$ cat src/rtl/uart_rx_frame.sv
// 8N1 UART receiver with 16x oversampling, mid-bit sampling and a one-byte
// holding register presented through a sticky rdy/rdy_clr handshake.
module uart_rx_frame #(
  parameter int CLK_FREQ   = 50000000,
  parameter int BAUD       = 9600,
  parameter int OVERSAMPLE = 16
) (
  input  logic       clk,
  input  logic       rst,
  input  logic       rx,
  input  logic       rdy_clr,
  output logic [7:0] data_out,
  output logic       rdy,
  output logic       frame_err,
  output logic       overrun,
  output logic       busy
);

  localparam int DIV = (CLK_FREQ + BAUD * OVERSAMPLE / 2) / (BAUD * OVERSAMPLE);
  localparam int TCW = (DIV > 1) ? $clog2(DIV) : 1;
  localparam int SCW = $clog2(OVERSAMPLE);
  localparam logic [TCW-1:0] TC_LAST = TCW'(DIV - 1);
  localparam logic [SCW-1:0] SC_MID  = SCW'(OVERSAMPLE / 2 - 1);
  localparam logic [SCW-1:0] SC_LAST = SCW'(OVERSAMPLE - 1);

  typedef enum logic [1:0] {IDLE, START, DATA, STOP} state_t;

  state_t         state_q, state_d;
  logic           rx_meta_q, rx_meta_d;
  logic           rx_s_q, rx_s_d;
  logic           rx_prev_q, rx_prev_d;
  logic [TCW-1:0] tc_q, tc_d;
  logic [SCW-1:0] sc_q, sc_d;
  logic [2:0]     bi_q, bi_d;
  logic [7:0]     shift_q, shift_d;
  logic [7:0]     data_q, data_d;
  logic           rdy_q, rdy_d;
  logic           fe_q, fe_d;
  logic           ovr_q, ovr_d;
  logic           busy_q, busy_d;

  logic tick;
  logic fall;

  assign tick = (tc_q == TC_LAST);
  assign fall = rx_prev_q & ~rx_s_q;

  always_comb begin
    state_d   = state_q;
    rx_meta_d = rx;
    rx_s_d    = rx_meta_q;
    rx_prev_d = rx_s_q;
    tc_d      = tick ? '0 : tc_q + 1'b1;
    sc_d      = tick ? sc_q + 1'b1 : sc_q;
    bi_d      = bi_q;
    shift_d   = shift_q;
    data_d    = data_q;
    rdy_d     = rdy_q;
    fe_d      = fe_q;
    ovr_d     = ovr_q;

    // Clear first so that a flag set in the same cycle takes priority.
    if (rdy_clr) begin
      rdy_d = 1'b0;
      fe_d  = 1'b0;
      ovr_d = 1'b0;
    end

    case (state_q)
      IDLE: begin
        if (fall) begin
          state_d = START;
          tc_d    = '0;
          sc_d    = '0;
        end
      end
      START: begin
        if (tick && sc_q == SC_MID) begin
          if (!rx_s_q) begin
            state_d = DATA;
            sc_d    = '0;
            bi_d    = 3'd0;
          end else begin
            state_d = IDLE;
          end
        end
      end
      DATA: begin
        if (tick && sc_q == SC_LAST) begin
          shift_d = {rx_s_q, shift_q[7:1]};
          bi_d    = bi_q + 3'd1;
          if (bi_q == 3'd7) state_d = STOP;
        end
      end
      STOP: begin
        if (tick && sc_q == SC_LAST) begin
          state_d = IDLE;
          if (rx_s_q) begin
            data_d = shift_q;
            rdy_d  = 1'b1;
            if (rdy_q && !rdy_clr) ovr_d = 1'b1;
          end else begin
            fe_d = 1'b1;
          end
        end
      end
      default: state_d = IDLE;
    endcase

    busy_d = (state_d != IDLE);
  end

  always_ff @(posedge clk or negedge rst) begin
    if (!rst) begin
      state_q   <= IDLE;
      rx_meta_q <= 1'b1;
      rx_s_q    <= 1'b1;
      rx_prev_q <= 1'b1;
      tc_q      <= '0;
      sc_q      <= '0;
      bi_q      <= 3'd0;
      shift_q   <= 8'h00;
      data_q    <= 8'h00;
      rdy_q     <= 1'b0;
      fe_q      <= 1'b0;
      ovr_q     <= 1'b0;
      busy_q    <= 1'b0;
    end else begin
      state_q   <= state_d;
      rx_meta_q <= rx_meta_d;
      rx_s_q    <= rx_s_d;
      rx_prev_q <= rx_prev_d;
      tc_q      <= tc_d;
      sc_q      <= sc_d;
      bi_q      <= bi_d;
      shift_q   <= shift_d;
      data_q    <= data_d;
      rdy_q     <= rdy_d;
      fe_q      <= fe_d;
      ovr_q     <= ovr_d;
      busy_q    <= busy_d;
    end
  end

  assign data_out  = data_q;
  assign rdy       = rdy_q;
  assign frame_err = fe_q;
  assign overrun   = ovr_q;
  assign busy      = busy_q;

endmodule
$ cat config.mk
export PLATFORM = sky130hd
export DESIGN_NAME = uart_rx_frame
export DESIGN_NICKNAME = d
export VERILOG_FILES = /design/src/rtl/uart_rx_frame.sv
export SDC_FILE = /design/constraint.sdc
export NUM_CORES = 1
export LEC_CHECK = 0
export BUFFER_PORTS_ARGS = -buffer_cell sky130_fd_sc_hd__buf_2
export CAP_MARGIN = 20
export CORE_MARGIN = 2
export CORE_UTILIZATION = 60
export DETAILED_ROUTE_END_ITERATION = 6
export PLACE_DENSITY = 0.88
export SYNTH_ARGS = -nofsm -noshare
export SYNTH_HDL_FRONTEND = slang
export SYNTH_SLANG_ARGS = --single-unit
export TNS_END_PERCENT = 100
$ cat constraint.sdc
create_clock -name clk -period 3.21 [get_ports clk]
set_input_delay 0.4815 -clock clk [delete_from_list [all_inputs] [get_ports clk]]
set_output_delay 0.4815 -clock clk [all_outputs]
set_load 0.02 [all_outputs]
==> summary.md, run 1 <==
| Metric | Value |
|---|---|
| Unrepaired setup endpoints after global routing | no |
| Diode count | 0 |
| Total of endpoints with negative setup slack in the final report | 0 |
| Avg Synthesized Cell Area | 12.0 um2 |
| Proportion of layout cells with a drive suffix above 1 | approximately a fifth |
| Hold_buf cts | 0 |
| DRC Markers | 0 |
| Number of hold violations in the final report | 0 |
| Most used DFF post-synth | sky130_fd_sc_hd__dfrtp_1 |
| Number of setup buffers added after CTS | 0 |
| Largest clock skew in the final design | 0.0159 ns |
| Ranking of synthesized cells by instance count | sky130_fd_sc_hd__dfrtp_1 (38), sky130_fd_sc_hd__nand3_1 (10), sky130_fd_sc_hd__inv_1 (9), sky130_fd_sc_hd__mux2_1 (8), sky130_fd_sc_hd__mux2_4 (8) |
| Nature of the critical path startpoint | flop |
| Area of the core | 3050 um2 |
| Worst-margin pin slew | 0.849 ns |
| Clock network latency to the later pin of the worst-skew pair | around 0.36 ns |
| Number of buffers on the longest clock path | 2 |
| Number of cells produced by synthesis | 160 |
| CP max-delay cell | sky130_fd_sc_hd__or4_1 |
| Fill cell count | about 240 |
| Die extent in y | around 60 um |
| Max VDD drop | 318 uV |
| Worst slew margin | 43.4% |
| Final Power | 1030 uW |
| Pin count of the biggest net entering global routing | 42 |
| Sequential share of the synthesized area | 53.8% |
| Number of buffers added by the clock tree synthesis step | 5 |
| Maximum fanout along the worst path | 13 |
| Kind of critical path | reg2reg |
| Number of antenna violations at the first check in global routing | 0 |
| Total Negative Setup Slacks | 0 ns |
| Number of global-route vias before repair | 1328 |
| Hpwl dp | 2400 um |
| Cell area after technology mapping | 1910 um2 |
| Iteration count of the initial detailed-routing pass | 4 |
| Number of distinct library cells after synthesis | 42 |
| Area Growth Syn to Fin | 8.37% |
| DR iter-0 viols | 76 |
| Static Leak | between 0.001 and 0.0015 uW |
| Cell taking the most area after synthesis | sky130_fd_sc_hd__dfrtp_1 |
| CP cell instances | inv_1 -> ha_1 -> nand4bb_1 -> or4_1 -> mux2_4 |
| Hold WC Path Type | in2async |
| First-pass GRT wire length | about 6100 um |
| Buf+Inv Stages, Crit Path | 1 |
| CTS HTree Levels | 2 |
| Fmax | 0.396 GHz |
| Cts repair resizes | 0 |
| Yosys top cell area share | 49.7% |
| Count of port buffers added during placement | 15 |
| Leading cell type by number of instances after synthesis | sky130_fd_sc_hd__dfrtp_1 |
| Number of pins with negative max-slew slack in the final report | 0 |
| Total wire length | between 3000 and 4000 um |
| Post-detailed-route count of antenna-violating nets | 0 |
| Leftover overflow at the end of global routing | 0 |
| Via density per instance | 5.98 |
| Initial cell density of the core | 62.7% |
| Clock slew seen by the registers of the worst setup and hold paths | roughly 0.12 ns |
| Number of enable-type register cells in the synthesized netlist | 0 |
| Synth area leaders | sky130_fd_sc_hd__dfrtp_1 (50%), sky130_fd_sc_hd__mux2_4 (6.3%), sky130_fd_sc_hd__mux2_1 (4.7%) |
| Pwr Density | 498 nW/um2 |
| Yosys Warn Count | 0 |
| Library cell used as clock root buffer | sky130_fd_sc_hd__clkbuf_4 |
| Net total in the final layout | 183 |
| WL/cell | 15.4 um |
| Die Width | 60.5 um |
| Async SR Flop Fraction | 100% |
| Final estimated routing congestion in global placement | 0.854 |
| Number of placed I/O pins | 16 |
| Final critical-path required period | 2.53 ns |
| Crit share post-route | 78.7% |
| Dominant delay contributor by cell family on the critical path | simple AND/OR/NAND/NOR gates |
| Crit path capture type | flop |
| Required time at the worst-slack endpoint | 3.45 ns |
| Critical path's largest stage delay | 0.93 ns |
| Slack of the critical path | 0.684 ns |
| Worst endpoint data arrival time | between 2 and 3 ns |
| Result of the run | finished, final reports clean |
| Total via count after detailed routing | between 1000 and 1500 |
| Die footprint | around 3700 um2 |
| TritonCTS clock tree | done |
| Worst Setup Slack post-DPL | 0.737 ns |
| Max-capacitance violation count | 0 |
| All-Layer GR Usage | between 20% and 30% |
| Number of placement rows | 20 |
| Total number of clock tree sinks | 41 |
| Nets in the synthesized netlist | 169 |
| Synthesized flop and latch total | 41 |
## sequential cells by signal, summed over array words and instances (netlist names)
register	flops
data_out	8
state_q	2
tc_q	9
rx_prev_d	1
shift_q	8
frame_err	1
rx_prev_q	1
busy	1
sc_q	4
bi_q	3
rdy	1
overrun	1
rx_meta_q	1
## final timing paths
kind | from | cells after the start | slack, ns | endpoint
setup / recovery | tc_q[1] | 5 | 0.68 | data_out[6]
hold / removal | rst | 1 | 0.21 | overrun
setup reg to reg | tc_q[1] | 5 | 0.68 | data_out[6]
hold reg to reg | rx_meta_q | 0 | 0.35 | rx_prev_d
max in group asynchronous | rst | 1 | 2.44 | tc_q[8]
min in group clk | rx | 1 | 0.22 | rx_meta_q
## through the flow
stage | std cells | instance area, um2 | hold slack [ns] | utilization [%]
floorplan | 160 | 1910 | 0.186 | -
global placement | 211 | 2010 | 0.347 | 65.8
detailed placement | 211 | 2010 | 0.349 | 65.8
CTS | 219 | 2070 | 0.208 | 68.0
global route | 219 | 2070 | 0.192 | 68.0
finish | 219 | 2070 | 0.215 | 68.0
## area by class of cell
type                       count  area (um2)  area share [%]
sequential                    41        1030            49.6
multi-input combinational    102         816            39.3
timing repair buffer          15        75.1            3.62
tap                           44        55.1            2.65
clock buffer                   6        51.3            2.47
inverter                       9        33.8            1.63
clock inverter                 2        13.8           0.663
## per-layer routing
layer,GRT usage (%),vias up,share of wire [%]
li1,-,618,-
met1,27.8,656,45
met2,37.0,24,49
met3,6.82,11,3.4
met4,11.5,0,3.0
met5,0,-,0
## kinds of logic (layout without fill, tap and decap cells)
group                    Yosys count  after routing  share of synthesized area [%]
buffers and inverters             17             32                           3.59
XOR/XNOR                           4              4                           1.83
multiplexers                      17             17                           11.5
adder cells (fa/ha/maj)            5              5                           3.27
flip-flops                        41             41                           53.8
AO/OA/AOI/OAI                     28             28                           9.80
AND/OR/NAND/NOR                   48             48                           16.2
## cells in the final DEF, fill, tap and decap left out, types with 3 or more instances in the layout
cell and n:
sky130_fd_sc_hd__dfrtp_1 38, sky130_fd_sc_hd__buf_2 15, sky130_fd_sc_hd__nand3_1 10, sky130_fd_sc_hd__inv_1 9, sky130_fd_sc_hd__mux2_1 8, sky130_fd_sc_hd__mux2_4 8, sky130_fd_sc_hd__o21ai_0 6, sky130_fd_sc_hd__nor2_1 6
sky130_fd_sc_hd__or3_1 5, sky130_fd_sc_hd__ha_1 5, sky130_fd_sc_hd__clkbuf_4 5, sky130_fd_sc_hd__nand4_1 4, sky130_fd_sc_hd__nand2_1 4, sky130_fd_sc_hd__a21oi_1 4, sky130_fd_sc_hd__nand2b_1 4, sky130_fd_sc_hd__a22oi_1 4
sky130_fd_sc_hd__xor2_1 3, sky130_fd_sc_hd__o31ai_1 3, sky130_fd_sc_hd__or4_1 3, sky130_fd_sc_hd__o22ai_1 3, sky130_fd_sc_hd__dfstp_2 3
## power by group
group / total, uW / switching [uW] / internal, uW / leakage [uW]
sequential: 626 / 64.8 / 561 / 0.000544
combinational: 137 / 73.6 / 63.7 / 0.000439
clock: 271 / 164 / 107 / 0.0000382
total: 1030 / 303 / 731 / 0.00102
No activity file was read; power rests on OpenSTA's default activity.
==> inputs of run 2 (changes only) <==
ABC_AREA = 1   (was unset)
CORE_UTILIZATION = 53   (was 60)
PLACE_DENSITY = 0.83   (was 0.88)
clock period = 2.2 ns   (was 3.21 ns; I/O delays follow)
==> summary.md, run 2 <==
| Metric | Value |
|---|---|
| Library cell used as clock root buffer | sky130_fd_sc_hd__clkbuf_4 |
| Non-Filler Cell Area, Final | 2120 um2 |
| Number of enable-type register cells in the synthesized netlist | 0 |
| Internal reg-to-reg setup slack | 0.42 ns |
| Proportion of layout cells with a drive suffix above 1 | 19.6% |
| Commonest non-fill, non-tap cell in the layout | sky130_fd_sc_hd__nand2_1 |
| Largest clock skew in the final design | 0.00281 ns |
| Nature of the critical path startpoint | flop |
| All-Layer GR Usage | 19.1% |
| CTS HTree Levels | 2 |
| WL/cell | between 10 and 15 um |
| Required time at the worst-slack endpoint | 2.46 ns |
| Clock network latency to the later pin of the worst-skew pair | ~0.35 ns |
| Synthesized flop and latch total | 41 |
| Avg Synthesized Cell Area | 8.99 um2 |
| Number of cells produced by synthesis | 214 |
| Via density per instance | 4.98 |
| Flip-flop count of the largest register after layout | 9 |
| Leftover overflow at the end of global routing | 0 |
| Pin count of the biggest net entering global routing | 42 |
| Initial cell density of the core | 56.3% |
| Number of placed I/O pins | 16 |
| DR iter-0 viols | 122 |
| Clock slew seen by the registers of the worst setup and hold paths | 0.11 ns |
| Worst slew margin | 42.7% |
| Fmax | 0.560 GHz |
| Number of placed instances with taps included | approximately 270 |
| Hold WC Path Type | in2reg |
| Total Negative Setup Slacks | 0 ns |
| Hpwl dp | 2360 um |
| Final estimated routing congestion in global placement | 0.844 |
| Kind of critical path | reg2reg |
| Die extent in y | roughly 64 um |
| Synth area leaders | sky130_fd_sc_hd__dfrtp_1 (49%), sky130_fd_sc_hd__nand2_1 (10%), sky130_fd_sc_hd__nor2_1 (5.9%) |
| Number of hold violations in the final report | 0 |
| Nets in the synthesized netlist | 223 |
| Number of global-route vias before repair | between 1000 and 1500 |
| Yosys Warn Count | 0 |
| Total via count after detailed routing | around 1400 |
| Cell taking the most area after synthesis | sky130_fd_sc_hd__dfrtp_1 |
| Most used DFF post-synth | sky130_fd_sc_hd__dfrtp_1 |
| Iteration count of the initial detailed-routing pass | 4 |
| Number of pins with negative max-slew slack in the final report | 0 |
| Worst-margin pin slew | between 0.8 and 0.9 ns |
| Number of setup buffers added after CTS | 0 |
| Die Width | 64.3 um |
| Area Growth Syn to Fin | 10.3% |
| Number of placement rows | 21 |
| Unrepaired setup endpoints after global routing | no |
| Worst Setup Slack post-DPL | ~0.42 ns |
| Sequential share of the synthesized area | 53.5% |
| Count of port buffers added during placement | 15 |
| Result of the run | finished, final reports clean |
| Ranking of synthesized cells by instance count | sky130_fd_sc_hd__nand2_1 (52), sky130_fd_sc_hd__dfrtp_1 (38), sky130_fd_sc_hd__nor2_1 (30), sky130_fd_sc_hd__inv_1 (28), sky130_fd_sc_hd__o21ai_2 (10) |
| Post-detailed-route count of antenna-violating nets | 0 |
| Leading cell type by number of instances after synthesis | sky130_fd_sc_hd__nand2_1 |
| Die footprint | approximately 4100 um2 |
| Number of antenna violations at the first check in global routing | 0 |
| Non-filler instance count after layout | roughly 280 |
| Number of buffers on the longest clock path | 2 |
| Number of distinct library cells after synthesis | 27 |
| Async SR Flop Fraction | 100% |
| Static Leak | 0.00109 uW |
| Crit path capture type | flop |
| Pwr Density | 785 nW/um2 |
| Final critical-path required period | around 1.8 ns |
| TritonCTS clock tree | done |
| Cts repair resizes | 0 |
| Worst endpoint data arrival time | 2.04 ns |
| Commonest cells after routing, fill and taps aside | sky130_fd_sc_hd__nand2_1 (52), sky130_fd_sc_hd__dfrtp_1 (38), sky130_fd_sc_hd__nor2_1 (30) |
| Hold_buf cts | 0 |
| Number of buffers added by the clock tree synthesis step | 5 |
| Total of endpoints with negative setup slack in the final report | 0 |
| Post-DP Area | 2030 um2 |
| Diode count | 0 |
| Yosys top cell area share | 49.4% |
| Maximum fanout along the worst path | 18 |
| Top reg by flops | tc_q |
| Cell area after technology mapping | 1920 um2 |
| Max-capacitance violation count | 0 |
| DRC Markers | 0 |
| Area of the core | 3420 um2 |
| Max VDD drop | 387 uV |
| Net total in the final layout | 243 |
| First-pass GRT wire length | 5970 um |
| Total number of clock tree sinks | 41 |
| Crit share post-route | 81.1% |
| Slack of the critical path | 0.416 ns |
| Total wire length | between 3000 and 4000 um |
-- run 2: changes by cell type in the layout (fill, tap and decap cells not counted), moves of 3 or more --
| cell | delta |
|---|---|
| sky130_fd_sc_hd__inv_1 | +19 |
| sky130_fd_sc_hd__mux2_4 | -8 |
| sky130_fd_sc_hd__nor2_1 | +24 |
| sky130_fd_sc_hd__nand2b_1 | -4 |
| sky130_fd_sc_hd__o31ai_1 | -3 |
| sky130_fd_sc_hd__mux2_1 | -8 |
| sky130_fd_sc_hd__or4_1 | -3 |
| sky130_fd_sc_hd__a22oi_1 | -3 |
| sky130_fd_sc_hd__nand2_1 | +48 |
| sky130_fd_sc_hd__nand2_2 | +3 |
| sky130_fd_sc_hd__o21ai_2 | +10 |
| sky130_fd_sc_hd__or3_1 | -5 |
| sky130_fd_sc_hd__o21ai_1 | +7 |
-- run 2: final cells by class --
class                   instances  area (um2)
fillers                       279        1290
flip-flops and latches         41        1030
multi-input cells             142         763
inverters                      29         109
repair buffers                 15        75.1
well taps                      46        57.6
clock buffers                   6        51.3
clock inverters                 2        37.5
-- run 2: per-stage QoR --
step / power, uW / util (%) / hold slack, ns
final: 1670 / 62.2 / 0.0600
after global routing: 1770 / 62.2 / 0.0217
after CTS: 1690 / 62.2 / 0.0446
after detailed placement: 1170 / 59.6 / 0.349
after global placement: 1160 / 59.6 / 0.346
after floorplan: 1100 / - / 0.0344
-- run 2: path summary, 6_finish.rpt --
| path | start | to | cells past startpoint |
|---|---|---|---|
| setup / recovery | tc_q[1] | bi_q[0] | 11 |
| hold / removal | rx | rx_meta_q | 1 |
| setup reg to reg | tc_q[1] | bi_q[0] | 11 |
| hold reg to reg | rx_meta_q | rx_prev_d | 0 |
| max in group asynchronous | rst | tc_q[2] | 1 |
| min in group asynchronous | rst | data_out[7] | 1 |
-- run 2: logic make-up (layout without fill, tap and decap cells) --
kind of cell               count (synthesis)  after routing  share of synthesized area [%]
xor gates and xnor gates                   3              3                           1.37
and+or+nand+nor                          107            107                           25.9
AOI/OAI and AO/OA                         27             27                           9.17
buffers and inverters                     31             52                           6.83
DFF                                       41             41                           53.5
adders and majority gates                  5              5                           3.25
-- run 2: routing by layer --
| metal | vias up | share of wire (%) | global-route usage [%] |
|---|---|---|---|
| li1 | 709 | - | - |
| met1 | 664 | 47 | 24.5 |
| met2 | 21 | 47 | 30.1 |
| met3 | 5 | 4.3 | 6.34 |
| met4 | 0 | 1.6 | 7.18 |
| met5 | - | 0 | 0 |
-- run 2: power breakdown --
part	leakage, uW	internal (uW)	switching (uW)	total (uW)
combinational	0.000501	87.8	151	238
clock	0.0000445	270	243	513
sequential	0.000542	829	85.4	914
-- run 2: worst max-delay path, stage by stage (launching register included) --
cell and delay (ns):
sky130_fd_sc_hd__dfrtp_1 0.42, sky130_fd_sc_hd__inv_1 0.07, sky130_fd_sc_hd__ha_1 0.13, sky130_fd_sc_hd__nand2_1 0.06, sky130_fd_sc_hd__inv_1 0.05, sky130_fd_sc_hd__nand2_1 0.11, sky130_fd_sc_hd__nor2_8 0.21, sky130_fd_sc_hd__nand3_4 0.23
sky130_fd_sc_hd__nand2_2 0.17, sky130_fd_sc_hd__nand2_1 0.10, sky130_fd_sc_hd__nand2_1 0.08, sky130_fd_sc_hd__nand2_1 0.05
==> inputs of run 3 (changes only) <==
ABC_AREA = 0   (was 1)
CORE_UTILIZATION = 52   (was 53)
PLACE_DENSITY = 0.82   (was 0.83)
clock period = 1.61 ns   (was 2.2 ns; I/O delays follow)
==> summary.md, run 3 (synthesized netlist as in run 1, its figures left out) <==
| Metric | Value |
|---|---|
| Number of global-route vias before repair | 1510 |
| Non-filler instance count after layout | 256 |
| TritonCTS clock tree | done |
| Number of placement rows | 22 |
| Pin count of the biggest net entering global routing | 23 |
| Number of antenna violations at the first check in global routing | 0 |
| Number of buffers on the longest clock path | 2 |
| Critical path's largest stage delay | 0.44 ns |
| Result of the run | finished, violations left |
| Crit path capture type | flop |
| All-Layer GR Usage | 21.5% |
| Commonest cells after routing, fill and taps aside | sky130_fd_sc_hd__dfrtp_1 (37), sky130_fd_sc_hd__buf_4 (26), sky130_fd_sc_hd__buf_2 (15) |
| Worst-margin pin slew | 0.488 ns |
| Kind of critical path | reg2reg |
| Hold Worst Slack | 0.0443 ns |
| Hold WC Path Type | in2reg |
| Via density per instance | 5.77 |
| DRC Markers | 0 |
| Total wire length | 4110 um |
| Area Growth Syn to Fin | 31.2% |
| Failing checks | setup timing |
| Finished Core Util | 69.6% |
| CP max-delay cell | sky130_fd_sc_hd__or4_4 |
| WL/cell | 16.1 um |
| Number of buffers added by the clock tree synthesis step | 5 |
| Unrepaired setup endpoints after global routing | yes |
| Die extent in y | between 60 and 70 um |
| Largest clock skew in the final design | about 0.007 ns |
| Required time at the worst-slack endpoint | 1.79 ns |
| CTS HTree Levels | 2 |
| CP cell instances | inv_1 -> ha_1 -> nand4bb_1 -> or4_4 -> buf_8 -> mux2_4 |
| Count of port buffers added during placement | 15 |
| Fill cell count | 255 |
| Final critical-path required period | 1.75 ns |
| Area occupied by multi-input gates | around 900 um2 |
| Initial cell density of the core | 53.1% |
| Total of endpoints with negative setup slack in the final report | 10 |
| Number of hold violations in the final report | 0 |
| Maximum fanout along the worst path | 10 |
| Worst slew margin | 67.4% |
| Max-capacitance violation count | 0 |
| Total via count after detailed routing | around 1500 |
| Top reg by flops | tc_q |
| FF+latch area | 1030 um2 |
| Commonest non-fill, non-tap cell in the layout | sky130_fd_sc_hd__dfrtp_1 |
| Worst Setup Slack post-DPL | -0.148 ns |
| Flip-flop count of the largest register after layout | 9 |
| Net total in the final layout | 216 |
| Final Power | 2630 uW |
| Library cell used as clock root buffer | sky130_fd_sc_hd__clkbuf_8 |
| Fmax | 0.572 GHz |
| Hpwl dp | 2830 um |
| Crit share post-route | 109% |
| Die Width | approximately 65 um |
| Final estimated routing congestion in global placement | 0.857 |
| Static Leak | 0.00126 uW |
| Pwr Density | 1050 nW/um2 |
| DR iter-0 viols | about 90 |
| Proportion of layout cells with a drive suffix above 1 | 38.9% |
| Area of the core | between 3000 and 4000 um2 |
| Clock slew seen by the registers of the worst setup and hold paths | 0.07 ns |
| First-pass GRT wire length | between 6000 and 7000 um |
| Iteration count of the initial detailed-routing pass | 4 |
| Nature of the critical path startpoint | flop |
| Clock network latency to the later pin of the worst-skew pair | about 0.29 ns |
| Post-detailed-route count of antenna-violating nets | 0 |
| Worst endpoint data arrival time | approximately 1.9 ns |
| Max VDD drop | 854 uV |
| Die footprint | 4180 um2 |
| Leftover overflow at the end of global routing | 0 |
| Number of placed instances with taps included | 244 |
| Total number of clock tree sinks | just over 40 |
| Number of pins with negative max-slew slack in the final report | 0 |
| Diode count | 0 |
| Number of placed I/O pins | 16 |
| Slack of the critical path | -0.137 ns |
run 3: where the power goes:
group | internal (uW) | switching [uW] | leakage (uW)
clock | 616 | 344 | 0.0000681
sequential | 1120 | 47.8 | 0.000544
combinational | 245 | 262 | 0.000644
total | 1980 | 653 | 0.00126
run 3: layer usage:
metal	track usage [%]	vias up	share of wire [%]
met1	24.8	733	42
met4	10.1	0	2.4
met2	37.1	37	52
met5	0	-	0
met3	5.90	12	3.9
li1	-	694	-
run 3: final cells by class:
| class | count | share of cell area, % |
|---|---|---|
| multi-input combinational | 103 | 36.0 |
| inverter | 9 | 1.35 |
| sequential | 41 | 41.1 |
| clock inverter | 3 | 2.59 |
| clock buffer | 5 | 2.74 |
| timing repair buffer | 47 | 13.9 |
| tap | 48 | 2.39 |
run 3: timing repair:
action	in CTS	in global routing
resized for setup	5	15
pin swaps	1	2
endpoints found under the setup margin	29	34
buffers inserted	1	0
cloned	1	1
hold buffers	1	0
hold endpoints to repair	16	0
run 3: worst paths after layout:
kind | slack [ns] | from | endpoint | cells after the start
min | 0.04 | rx | rx_meta_q | 1
max reg2reg | -0.14 | tc_q[1] | data_out[1] | 6
max | -0.14 | tc_q[1] | data_out[1] | 6
min in group asynchronous | 0.44 | rst | sc_q[0] | 2
max in group asynchronous | 0.69 | rst | bi_q[2] | 3
min reg2reg | 0.36 | rx_meta_q | rx_prev_d | 0
run 3: per-stage QoR:
step                cell area [um2]  setup TNS [ns]
finish                         2510           -1.11
global route                   2510           -2.57
CTS                            2440           -1.12
detailed placement             2260           -1.33
global placement               2260          -0.915
floorplan                      1930          -0.892
run 3: worst max-delay path, delay by kind of cell (launching register included):
kind,cells,cell delay [ns]
and+or+nand+nor,2,0.57
DFF,1,0.38
muxes,1,0.30
buffers and inverters,2,0.23
adders and majority gates,1,0.15
